## src/rtl/bpsk_pkg.sv

```systemverilog
// Shared BPSK constants, accumulator width derivation and demodulator FSM states.
// Used by the modulator, the demodulator and the testbench.
// Pure declarations; no logic, no latency.
package bpsk_pkg;

  localparam int DEF_SAMPLE_NUMBER = 256;
  localparam int DEF_SAMPLE_WIDTH  = 12;
  localparam int DEF_DATA_WIDTH    = 12;

  // Sum of SAMPLE_NUMBER products of two SAMPLE_WIDTH-bit values cannot overflow this width.
  function automatic int acc_width(input int sample_width, input int sample_number);
    return 2 * sample_width + $clog2(sample_number);
  endfunction

  localparam int DEF_ACC_WIDTH = acc_width(DEF_SAMPLE_WIDTH, DEF_SAMPLE_NUMBER);

  typedef enum logic [0:0] {
    SEARCH = 1'b0,
    TRACK  = 1'b1
  } state_t;

endpackage

```

## src/rtl/bpsk_correlator.sv

```systemverilog
// Registered multiply followed by a first/last-tagged accumulate over one symbol period.
// Latency: o_done/o_sum are valid combinationally one qualified edge after the last sample.
// No backpressure: everything (including the tags) advances only while i_en is high.
module bpsk_correlator
  import bpsk_pkg::*;
#(
  parameter int SAMPLE_WIDTH = DEF_SAMPLE_WIDTH,
  parameter int ACC_WIDTH    = DEF_ACC_WIDTH
) (
  input  logic                          i_clk,
  input  logic                          i_rst,
  input  logic                          i_en,
  input  logic                          i_take,
  input  logic                          i_first,
  input  logic                          i_last,
  input  logic signed [SAMPLE_WIDTH-1:0] i_signal,
  input  logic signed [SAMPLE_WIDTH-1:0] i_sine,
  output logic signed [ACC_WIDTH-1:0]   o_sum,
  output logic                          o_done
);

  localparam int PROD_W = 2 * SAMPLE_WIDTH;

  logic signed [PROD_W-1:0]    r_prod;
  logic                        r_vld;
  logic                        r_first;
  logic                        r_last;
  logic signed [ACC_WIDTH-1:0] r_acc;
  logic signed [ACC_WIDTH-1:0] w_prod_ext;
  logic signed [ACC_WIDTH-1:0] w_sum;

  // Stage 1: register the product together with its framing tags.
  always_ff @(posedge i_clk) begin
    if (i_rst) begin
      r_prod  <= '0;
      r_vld   <= 1'b0;
      r_first <= 1'b0;
      r_last  <= 1'b0;
    end else if (i_en) begin
      r_prod  <= i_signal * i_sine;
      r_vld   <= i_take;
      r_first <= i_first;
      r_last  <= i_last;
    end
  end

  assign w_prod_ext = {{(ACC_WIDTH - PROD_W){r_prod[PROD_W-1]}}, r_prod};
  // A first-tagged product restarts the sum, dropping any partial period.
  assign w_sum      = r_first ? w_prod_ext : (r_acc + w_prod_ext);

  // Stage 2: accumulate the registered product.
  always_ff @(posedge i_clk) begin
    if (i_rst) begin
      r_acc <= '0;
    end else if (i_en && r_vld) begin
      r_acc <= w_sum;
    end
  end

  assign o_sum  = w_sum;
  assign o_done = i_en && r_vld && r_last;

endmodule

```

## src/rtl/bpsk_demodulator.sv

```systemverilog
// Coherent BPSK demodulator: correlate per carrier period, slice one bit, rebuild LSB-first words.
// Latency: bit/word appear one qualified edge after the edge that takes the last sample of a period.
// No backpressure: en low is a pure pause; outputs are single-cycle pulses.
module bpsk_demodulator
  import bpsk_pkg::*;
#(
  parameter int SAMPLE_NUMBER = DEF_SAMPLE_NUMBER,
  parameter int SAMPLE_WIDTH  = DEF_SAMPLE_WIDTH,
  parameter int DATA_WIDTH    = DEF_DATA_WIDTH
) (
  input  logic                             clk,
  input  logic                             rst,
  input  logic                             en,
  input  logic signed [SAMPLE_WIDTH-1:0]   signal_in,
  input  logic signed [SAMPLE_WIDTH-1:0]   sine_in,
  input  logic [$clog2(SAMPLE_NUMBER)-1:0] cnt_in,
  output logic                             bit_out,
  output logic                             bit_valid,
  output logic [DATA_WIDTH-1:0]            data,
  output logic                             data_valid,
  output logic                             locked
);

  localparam int CNT_W     = $clog2(SAMPLE_NUMBER);
  localparam int BIT_W     = (DATA_WIDTH > 1) ? $clog2(DATA_WIDTH) : 1;
  localparam int ACC_WIDTH = acc_width(SAMPLE_WIDTH, SAMPLE_NUMBER);
  localparam logic [CNT_W-1:0] CNT_LAST = CNT_W'(SAMPLE_NUMBER - 1);
  localparam logic [BIT_W-1:0] BIT_LAST = BIT_W'(DATA_WIDTH - 1);

  state_t                      r_state;
  logic                        r_bit_out;
  logic                        r_bit_valid;
  logic [DATA_WIDTH-1:0]       r_data;
  logic                        r_data_valid;
  logic [DATA_WIDTH-1:0]       r_shift;
  logic [BIT_W-1:0]            r_bit_cnt;

  logic                        w_first;
  logic                        w_last;
  logic                        w_take;
  logic signed [ACC_WIDTH-1:0] w_sum;
  logic                        w_done;
  logic                        w_bit;
  logic [DATA_WIDTH-1:0]       w_word;

  assign w_first = (cnt_in == '0);
  assign w_last  = (cnt_in == CNT_LAST);
  // While searching, only the period-start sample is let through; it is the first sample of the first symbol.
  assign w_take  = (r_state == TRACK) || w_first;

  bpsk_correlator #(
    .SAMPLE_WIDTH (SAMPLE_WIDTH),
    .ACC_WIDTH    (ACC_WIDTH)
  ) u_correlator (
    .i_clk    (clk),
    .i_rst    (rst),
    .i_en     (en),
    .i_take   (w_take),
    .i_first  (w_first),
    .i_last   (w_last),
    .i_signal (signal_in),
    .i_sine   (sine_in),
    .o_sum    (w_sum),
    .o_done   (w_done)
  );

  // Exact zero correlation slices to 1.
  assign w_bit = (w_sum >= 0);

  // Current partial word with the bit being sliced dropped into its LSB-first slot.
  always_comb begin
    w_word            = r_shift;
    w_word[r_bit_cnt] = w_bit;
  end

  // Framing FSM: lock on the first qualified period-start sample, then track until reset.
  always_ff @(posedge clk) begin
    if (rst) begin
      r_state <= SEARCH;
    end else if (en && (r_state == SEARCH) && w_first) begin
      r_state <= TRACK;
    end
  end

  // Slicer, bit counter and word register.
  always_ff @(posedge clk) begin
    if (rst) begin
      r_bit_out    <= 1'b0;
      r_bit_valid  <= 1'b0;
      r_data       <= '0;
      r_data_valid <= 1'b0;
      r_shift      <= '0;
      r_bit_cnt    <= '0;
    end else begin
      r_bit_valid  <= w_done;
      r_data_valid <= 1'b0;
      if (w_done) begin
        r_bit_out <= w_bit;
        r_shift   <= w_word;
        if (r_bit_cnt == BIT_LAST) begin
          r_bit_cnt    <= '0;
          r_data       <= w_word;
          r_data_valid <= 1'b1;
        end else begin
          r_bit_cnt <= r_bit_cnt + 1'b1;
        end
      end
    end
  end

  assign bit_out    = r_bit_out;
  assign bit_valid  = r_bit_valid;
  assign data       = r_data;
  assign data_valid = r_data_valid;
  assign locked     = (r_state == TRACK);

endmodule

```

## config.mk

```make
export PLATFORM = sky130hd
export DESIGN_NAME = bpsk_demodulator
export DESIGN_NICKNAME = d
export VERILOG_FILES = /design/src/rtl/bpsk_pkg.sv /design/src/rtl/bpsk_correlator.sv /design/src/rtl/bpsk_demodulator.sv
export SDC_FILE = /design/constraint.sdc
export NUM_CORES = 1
export LEC_CHECK = 0
export ABC_CLOCK_PERIOD_IN_PS = 13600
export CELL_PAD_IN_SITES_DETAIL_PLACEMENT = 0
export CELL_PAD_IN_SITES_GLOBAL_PLACEMENT = 1
export CORE_AREA = 3 3 149 151
export DETAILED_ROUTE_END_ITERATION = 6
export DIE_AREA = 0 0 152 154
export HOLD_SLACK_MARGIN = 0.05
export PLACE_DENSITY = 0.91
export SLEW_MARGIN = 20
export SYNTH_ARGS = -nofsm -noshare
export SYNTH_HDL_FRONTEND = slang
export SYNTH_SLANG_ARGS = --single-unit
```

## constraint.sdc

```tcl
create_clock -name clk -period 13.6 [get_ports clk]
set_input_delay 2.04 -clock clk [delete_from_list [all_inputs] [get_ports clk]]
set_output_delay 2.04 -clock clk [all_outputs]
set_load 0.01 [all_outputs]
```

======== Word level (Yosys, flattened, before mapping) ========
Index checks and enable logic that the tools add are counted.
word-level totals
  output and inout port bits .............. 16
  logic and storage cells ................. 37
  input bits .............................. 35
  flip-flop bits (word level) ............. 91
operators by class
  multiply operators ...................... 1
  reduce and logical (&&, ||, !) cells .... 9
  magnitude comparators ................... 3
  add/subtract/negate cells ............... 2
  bitwise gates (word level) .............. 2
  mux-type cells .......................... 6
  equal/unequal tests ..................... 2
operators by type and width
  cell                                                                                   count
  32-bit by 24-bit adder with 32-bit output                                              1
  32-bit by 1-bit greater-or-equal comparator with 1-bit output (second input constant)  1
  32-bit 2-to-1 mux                                                                      1
  12-bit by 12-bit multiplier with 24-bit output                                         1
  12-bit bitwise mux                                                                     1
  8-bit == test (second input constant)                                                  1
  8-bit zero test                                                                        1
  1-bit logical AND                                                                      5
  4-bit by 5-bit < comparator with 1-bit output (second input constant)                  1
  4-bit by 1-bit adder with 4-bit output (second input constant)                         1
  1-bit demux with 4-bit select                                                          1
  4-bit == test (second input constant)                                                  1
  4-bit by 1-bit greater-or-equal comparator with 1-bit output (second input constant)   1
  4-bit 2-to-1 mux                                                                       1
  1-bit 2-to-1 mux                                                                       2
  1-bit NOT                                                                              2
  2-bit AND reduction                                                                    1
  2-bit OR reduction                                                                     1
  1-bit logical OR                                                                       1

======== Logic depth before layout (Yosys ltp) ========
Gate-level depths: netlist (run 1).
  depth in word-level cells ............... 5
  mapped depth ............................ 22
  mapped depth without buffers ............ 21

======== By module ========
From an unflattened synthesis (run 1), not the netlist that was laid out.
second synthesis, totals
  cell total of the unflattened synthesis .. 1295
  area total of the unflattened synthesis .. 10969.3 um^2
modules (own cells, without submodules)
  module            area each (um^2)  times used  cells each
  bpsk_correlator   9517.9            1           1154
  bpsk_demodulator  1451.4            1           141

======== Worst setup path after synthesis (run 1) ========
OpenSTA, ideal clock, no wires.
  path type ............................... input -> register
  start ................................... in signal_in[6]
  end ..................................... reg u_correlator.r_prod[23]
  library setup time ...................... 0.122 ns
  arrival ................................. 6.950 ns
  cell stages on the path ................. 19
  required time ........................... 13.478 ns
  path buffers ............................ 1
  path slack .............................. 6.528 ns
  cells stage by stage .................... clkbuf_1 nand2_1 fa_1 inv_1 fa_1 fa_1 fa_1 inv_1 fa_1 inv_1 ha_1 a21o_1 a21o_1 nor3_1 a21oi_1 o41ai_1 o21ai_0 a21o_1 o311a_1
on the way
  longest elaborated chain between the ends .. 1
RTL lines
  what                                            RTL line                source
  from (decl)                                     bpsk_demodulator.sv:14  input logic signed [SAMPLE_WIDTH-1:0] signal_in,
  12-bit by 12-bit multiplier with 24-bit output  bpsk_correlator.sv:40   r_prod <= i_signal * i_sine;
  to (signal assigned)                            bpsk_correlator.sv:40
  to (decl)                                       bpsk_correlator.sv:24   logic signed [PROD_W-1:0] r_prod;
No other way between the ends.
A chain may end at the register's enable or synchronous reset.

======== Worst setup path after layout (run 1) ========
  start ................................... in sine_in[5]
  end ..................................... reg u_correlator.r_prod[22]
on the way
  longest elaborated chain between the ends .. 1
RTL lines
  what                                            RTL line                source
  from (decl)                                     bpsk_demodulator.sv:15  input logic signed [SAMPLE_WIDTH-1:0] sine_in,
  12-bit by 12-bit multiplier with 24-bit output  bpsk_correlator.sv:40
No other way between the ends.

==> results.json, run 1 <==
{
  "clock_latency_ps": 350,
  "cap_violations": 0,
  "ant_nets": 0,
  "place_congestion": 0.862,
  "finalWirelength_mm": 23.3,
  "num_vias": 8626,
  "synth.avg_cell_area_sq_um": 8.27,
  "grt_start_max_net_pins": 73,
  "core-area_sq_um": 21000,
  "initial_utilization": 0.517,
  "ys.flop_type": "dfxtp_1",
  "nets": 1569,
  "relSlewSlack": 0.338,
  "yosysTopAreaCell": "fa_1",
  "async_reset_ff_frac": 0,
  "hp-class": "flip-flop to flip-flop",
  "busiest_layer": "met2",
  "cts_tree": "done",
  "track_usage": 0.203,
  "tightest_slew_ps": 989,
  "clk_pin_slew_ps": 70,
  "crit_fanout": 12,
  "die-width_um": 152,
  "cp-end-kind": "flip-flop",
  "cts_resized": 0,
  "pin_count": 51,
  "synthCells": 1309,
  "synthTopCellsByArea": "fa_1 (26%), dfxtp_1 (17%), ha_1 (9.9%), inv_1 (6.7%), nand2_1 (6.1%)",
  "hold_viol_final": 0,
  "grt_pass1_wl_mm": 40.4,
  "postCtsSetupRepairBufs": 0,
  "post-route-period-util": 0.562,
  "finalMaxSlewViolations": 0,
  "syn_area_sq_um": 10800,
  "avgRoutedWirePerCell_um": 14.7,
  "final_common_cell": "inv_1",
  "die_height_um": 154,
  "met3_usage": 0.0234,
  "drc": 0,
  "yosysUniqueCellTypes": 61,
  "cts_made_buffers": 9,
  "ir_drop_v": 0.000268,
  "period_needed_ps": 7640,
  "num_antenna_cells": 0,
  "synth_nets": 1569,
  "powerDensity_nw_per_um2": 183,
  "critPathLaunchType": "input pin",
  "power.leakage_uw": 0.00537,
  "fmax_ghz": 0.131,
  "finalSetupViolCount": 0,
  "setup_tns_ps": 0,
  "via_per_inst": 5.43,
  "drt_pass1_iterations": 5,
  "cts_buffer_depth": 2,
  "area_delta_synth_final_pct": 8.51,
  "ctsHoldBuffers": 0,
  "fillerInstances": 1979,
  "crit_type": "input pin to flip-flop",
  "rows": 53,
  "cts_sinks": 90,
  "status": "complete, no violations",
  "drive_gt1_frac": 0.0259,
  "met1_usage": 0.266,
  "drt_iter0_markers": 429,
  "crit_arrival_ps": 7840,
  "grt_util_met2": 0.361,
  "seq_area_frac_synth": 0.166,
  "rsz0062_at_grt": "no",
  "synth_edf_count": 0,
  "total_power_uw": 2150,
  "layout_common_cells": "inv_1 (192), nand2_1 (175), fa_1 (139)",
  "grt_overflow_total": 0,
  "grt_pass1_vias": 8584,
  "yosysWarnings": 0,
  "h-tree-depth": 3,
  "fin_worst_skew_ps": 11.7,
  "hpwl_mm": 18.4,
  "die-area_sq_um": 23400,
  "synth-seq-cells": 90,
  "cts_root_buffer": "clkbuf_16",
  "port-buffer-count": 50,
  "antenna_found_initial": 0,
  "critPathRequiredTime_ps": 13800,
  "synth.top_cell.area_share": 0.257
}
-- routing by layer --
layer  vias up  part of all wire  wire (um)
met5         -                 0          0
met4         0             0.020        462
met3        38             0.034        802
met2       164              0.50      11700
met1      4177              0.44      10300
li1       4247                 -          -
-- cell type report --
class	count	area, sq um	share of cell area
Clock inverter	5	62.6	0.00533
Tap cell	275	344	0.0293
Sequential cell	90	1800	0.153
Timing Repair Buffer	55	536	0.0456
Multi-Input combinational cell	960	8050	0.685
Clock buffer	11	233	0.0198
Inverter	193	724	0.0617
-- Yosys cell counts, drive strengths merged, types with 7 or more instances --
cell type    n
a21o        18
buf         12
nor3        24
a21oi       74
o211ai       9
nor2        98
ha          86
nor2b       18
inv        192
a211oi      15
o21a         9
nor4        12
o22ai        7
o21ai       46
or3          8
xor2        16
nand2b      11
nand2      175
a221o       11
and2        45
fa         139
nand3       12
clkbuf      54
dfxtp       90
mux2i       26
xnor2       31
-- logic make-up after synthesis --
group                    Yosys count  share of synthesized area
AO/OA/AOI/OAI                    233                      0.141
XOR/XNOR                          47                     0.0380
flip-flops                        90                      0.166
AND/OR/NAND/NOR                  428                      0.183
multiplexers                      27                     0.0251
adder cells (fa/ha/maj)          225                      0.356
buffers and inverters            259                     0.0905
-- through the flow --
step	setup slack [ps]	std cells	utilization	hold slack, ps	instance area, sq um
after floorplan	6530	1309	-	427	10800
after global routing	5590	1589	0.561	475	11700
after global placement	5680	1573	0.547	436	11500
after detailed placement	5550	1573	0.547	443	11500
final	5960	1589	0.561	453	11700
after CTS	5930	1589	0.561	454	11700
-- worst max-delay path, stage by stage --
cell and delay, ps:
clkdlybuf4s50_1 760, nand2_1 150, fa_1 580, fa_1 440, fa_1 500, inv_1 60, fa_1 540, inv_1 60
fa_1 520, inv_1 40, ha_1 220, or2_2 330, a211oi_1 430, or4b_2 230, a31oi_1 110, a211o_1 310
o31ai_1 240, xor2_1 170, o22ai_1 100
-- power breakdown --
| group | internal [uW] | switching, uW |
|---|---|---|
| registers | 288 | 16.4 |
| logic | 728 | 861 |
| clock network | 144 | 111 |
| total | 1160 | 988 |
-- final timing paths --
kind / slack (ps) / cells after the start / startpoint / endpoint
worst max-delay path: 5960 / 19 / sine_in[5] / u_correlator.r_prod[22]$_SDFFE_PP0P_
worst min-delay path: 450 / 2 / r_shift[0]$_SDFFE_PP0P_ / data[0]$_SDFFE_PP0P_
worst max register to register: 9830 / 10 / u_correlator.r_prod[23]$_SDFFE_PP0P_ / data[8]$_SDFFE_PP0P_
worst min register to register: 450 / 2 / r_shift[0]$_SDFFE_PP0P_ / data[0]$_SDFFE_PP0P_
-- registers in the layout, indices dropped and copies added, names as in the netlist --
| register | cells |
|---|---|
| data_valid | 1 |
| bit_valid | 1 |
| u_correlator.r_first | 1 |
| u_correlator.r_prod | 24 |
| locked | 1 |
| u_correlator.r_last | 1 |
| bit_out | 1 |
| u_correlator.r_acc | 32 |
| u_correlator.r_vld | 1 |
| data | 12 |
| r_bit_cnt | 4 |
| r_shift | 11 |
Note: power is estimated with default switching activity, not from simulation.
==> run 2: changes to the inputs <==
--- a/config.mk
+++ b/config.mk
@@ -5,14 +5,14 @@
 export SDC_FILE = /design/constraint.sdc
 export NUM_CORES = 1
 export LEC_CHECK = 0
-export ABC_CLOCK_PERIOD_IN_PS = 13600
+export ABC_CLOCK_PERIOD_IN_PS = 6700
 export CELL_PAD_IN_SITES_DETAIL_PLACEMENT = 0
 export CELL_PAD_IN_SITES_GLOBAL_PLACEMENT = 1
-export CORE_AREA = 3 3 149 151
+export CORE_AREA = 3 3 163 165
 export DETAILED_ROUTE_END_ITERATION = 6
-export DIE_AREA = 0 0 152 154
+export DIE_AREA = 0 0 166 168
 export HOLD_SLACK_MARGIN = 0.05
-export PLACE_DENSITY = 0.91
+export PLACE_DENSITY = 0.82
 export SLEW_MARGIN = 20
 export SYNTH_ARGS = -nofsm -noshare
 export SYNTH_HDL_FRONTEND = slang
==> constraint.sdc (replaced) <==
create_clock -name clk -period 6.7 [get_ports clk]
set_input_delay 1.005 -clock clk [delete_from_list [all_inputs] [get_ports clk]]
set_output_delay 1.005 -clock clk [all_outputs]
set_load 0.01 [all_outputs]
==> run 2 against run 1 <==
Net effect: global-route usage fell by 3.2 points; sequential share of layout area decreased by 0.64 points; first-iteration DRC count is 7.5% higher; total power is 110% higher; die area grew 19%; clock-buffer cell count fell by 2; design area rose by 4.3%; combinational power grew 120%; sequential cell count stayed put; largest cell class unchanged.
==> results.json, run 2 (synthesized netlist as in run 1, its figures left out) <==
{
  "crit_fanout": 8,
  "hp-class": "flip-flop to flip-flop",
  "tightest_slew_ps": 1050,
  "avgRoutedWirePerCell_um": 13.7,
  "drt_iter0_markers": 461,
  "area_delta_synth_final_pct": 13.2,
  "largest_reg_flops": 32,
  "critPathLaunchType": "input pin",
  "post-route-period-util": 0.953,
  "r2r_cells": 10,
  "rows": 58,
  "comb_power_share": 0.753,
  "via_per_inst": 5.16,
  "die_height_um": 168,
  "drc": 0,
  "grt_overflow_total": 0,
  "track_usage": 0.171,
  "period_needed_ps": 6380,
  "cap_violations": 0,
  "h-tree-depth": 3,
  "cp-end-kind": "flip-flop",
  "grt_pass1_wl_mm": 40.9,
  "die-area_sq_um": 27900,
  "crit_type": "input pin to flip-flop",
  "finalSetupViolCount": 0,
  "cts_buffer_depth": 2,
  "num_antenna_cells": 0,
  "ir_drop_v": 0.000467,
  "switching_share": 0.450,
  "finalWirelength_mm": 23.3,
  "cts_sinks": 90,
  "antenna_found_initial": 0,
  "clock_latency_ps": 350,
  "placed_cells": 1682,
  "die-width_um": 166,
  "ant_nets": 0,
  "whs_path_depth": 2,
  "hold_viol_final": 0,
  "rsz0062_at_grt": "no",
  "power.leakage_uw": 0.00567,
  "finalNonFillerCells": 1698,
  "setup_tns_ps": 0,
  "regMostFlops": "u_correlator.r_acc",
  "p_clk_frac": 0.112,
  "fmax_ghz": 0.157,
  "initial_utilization": 0.430,
  "switchingPower_uw": 2060,
  "final_common_cell": "inv_1",
  "layout.cell_area.non_filler_sq_um": 12300,
  "place_congestion": 0.848,
  "status": "complete, no violations",
  "port-buffer-count": 50,
  "dpl_cell_area_sq_um": 12000,
  "nets": 1623,
  "grt_pass1_vias": 8699,
  "critPathRequiredTime_ps": 6890,
  "final_util": 0.487,
  "core-area_sq_um": 25200,
  "cts_tree": "done",
  "cts_root_buffer": "clkbuf_16",
  "powerDensity_nw_per_um2": 374,
  "drive_gt1_frac": 0.0658,
  "intPower_uw": 2520,
  "seqPwrFrac": 0.135,
  "fin_worst_skew_ps": 11.1,
  "drt_pass1_iterations": 5,
  "hpwl_mm": 18.4,
  "relSlewSlack": 0.297,
  "grt_start_max_net_pins": 87,
  "pin_count": 51,
  "num_vias": 8761,
  "layout_common_cells": "inv_1 (192), nand2_1 (175), fa_1 (139)",
  "crit_arrival_ps": 6580,
  "finalMaxSlewViolations": 0,
  "clk_pin_slew_ps": 80,
  "cts_made_buffers": 9
}
run 2: cell count changes in the layout (fill, tap and decap cells not counted), moves of 2 or more:
| cell | delta |
|---|---|
| buf_4 | +52 |
| inv_8 | +3 |
| buf_12 | +2 |
| clkbuf_1 | -2 |
| clkdlybuf4s50_1 | -2 |
| clkinvlp_4 | -2 |
| dlymetal6s2s_1 | +2 |
run 2: stage by stage:
stage | power, uW | setup slack (ps) | hold WS (ps)
6_report | 4580 | 318 | 453
5_1_grt | 5190 | 2.24 | 468
4_1_cts | 4670 | 321 | 455
3_5_place_dp | 4140 | -48.1 | 442
3_3_place_gp | 4070 | 71.4 | 438
2_1_floorplan | 3290 | 663 | 427
run 2: power groups by stage:
| stage | logic [uW] | registers, uW | clock network (uW) |
|---|---|---|---|
| finish | 3450 | 618 | 513 |
| global route | 4020 | 624 | 546 |
| CTS | 3520 | 619 | 529 |
| detailed placement | 3500 | 632 | 0 |
| global placement | 3440 | 630 | 0 |
| floorplan | 2670 | 622 | 0 |
run 2: layout make-up:
| cell class | instances | area, sq um |
|---|---|---|
| tap | 330 | 413 |
| timing repair buffer | 109 | 971 |
| clock inverter | 7 | 76.3 |
| fill | 2417 | 12900 |
| clock buffer | 9 | 225 |
| inverter | 193 | 724 |
| sequential | 90 | 1800 |
| multi-input combinational | 960 | 8050 |
run 2: layer usage:
layer	track usage	routed length, um
met5	0	0
met4	0.0380	301
met3	0.0216	735
met2	0.288	11200
met1	0.238	11000
run 2: final timing paths:
check | slack, ps | from | to
worst max-delay path | 320 | signal_in[6] | u_correlator.r_prod[22]$_SDFFE_PP0P_
worst min-delay path | 450 | r_shift[2]$_SDFFE_PP0P_ | data[2]$_SDFFE_PP0P_
worst max register to register | 2960 | u_correlator.r_prod[23]$_SDFFE_PP0P_ | data[10]$_SDFFE_PP0P_
worst min register to register | 450 | r_shift[2]$_SDFFE_PP0P_ | data[2]$_SDFFE_PP0P_
run 2: worst max-delay path, stage by stage:
cell and delay (ps):
clkdlybuf4s50_1 660, buf_4 180, nand2_1 60, fa_1 530, fa_1 440, fa_1 490, inv_1 50, fa_1 520
inv_1 50, fa_1 520, inv_1 40, ha_1 190, or2_2 320, a211oi_1 340, or4b_2 230, a31oi_1 110
a211o_1 310, o31ai_1 240, xor2_1 180, o22ai_1 100
run 2: what timing repair did:
item,4_1_cts,5_1_grt
endpoints found under the setup margin,0,2
setup buffers,0,0
gates resized for setup,0,3
hold buffers,0,0
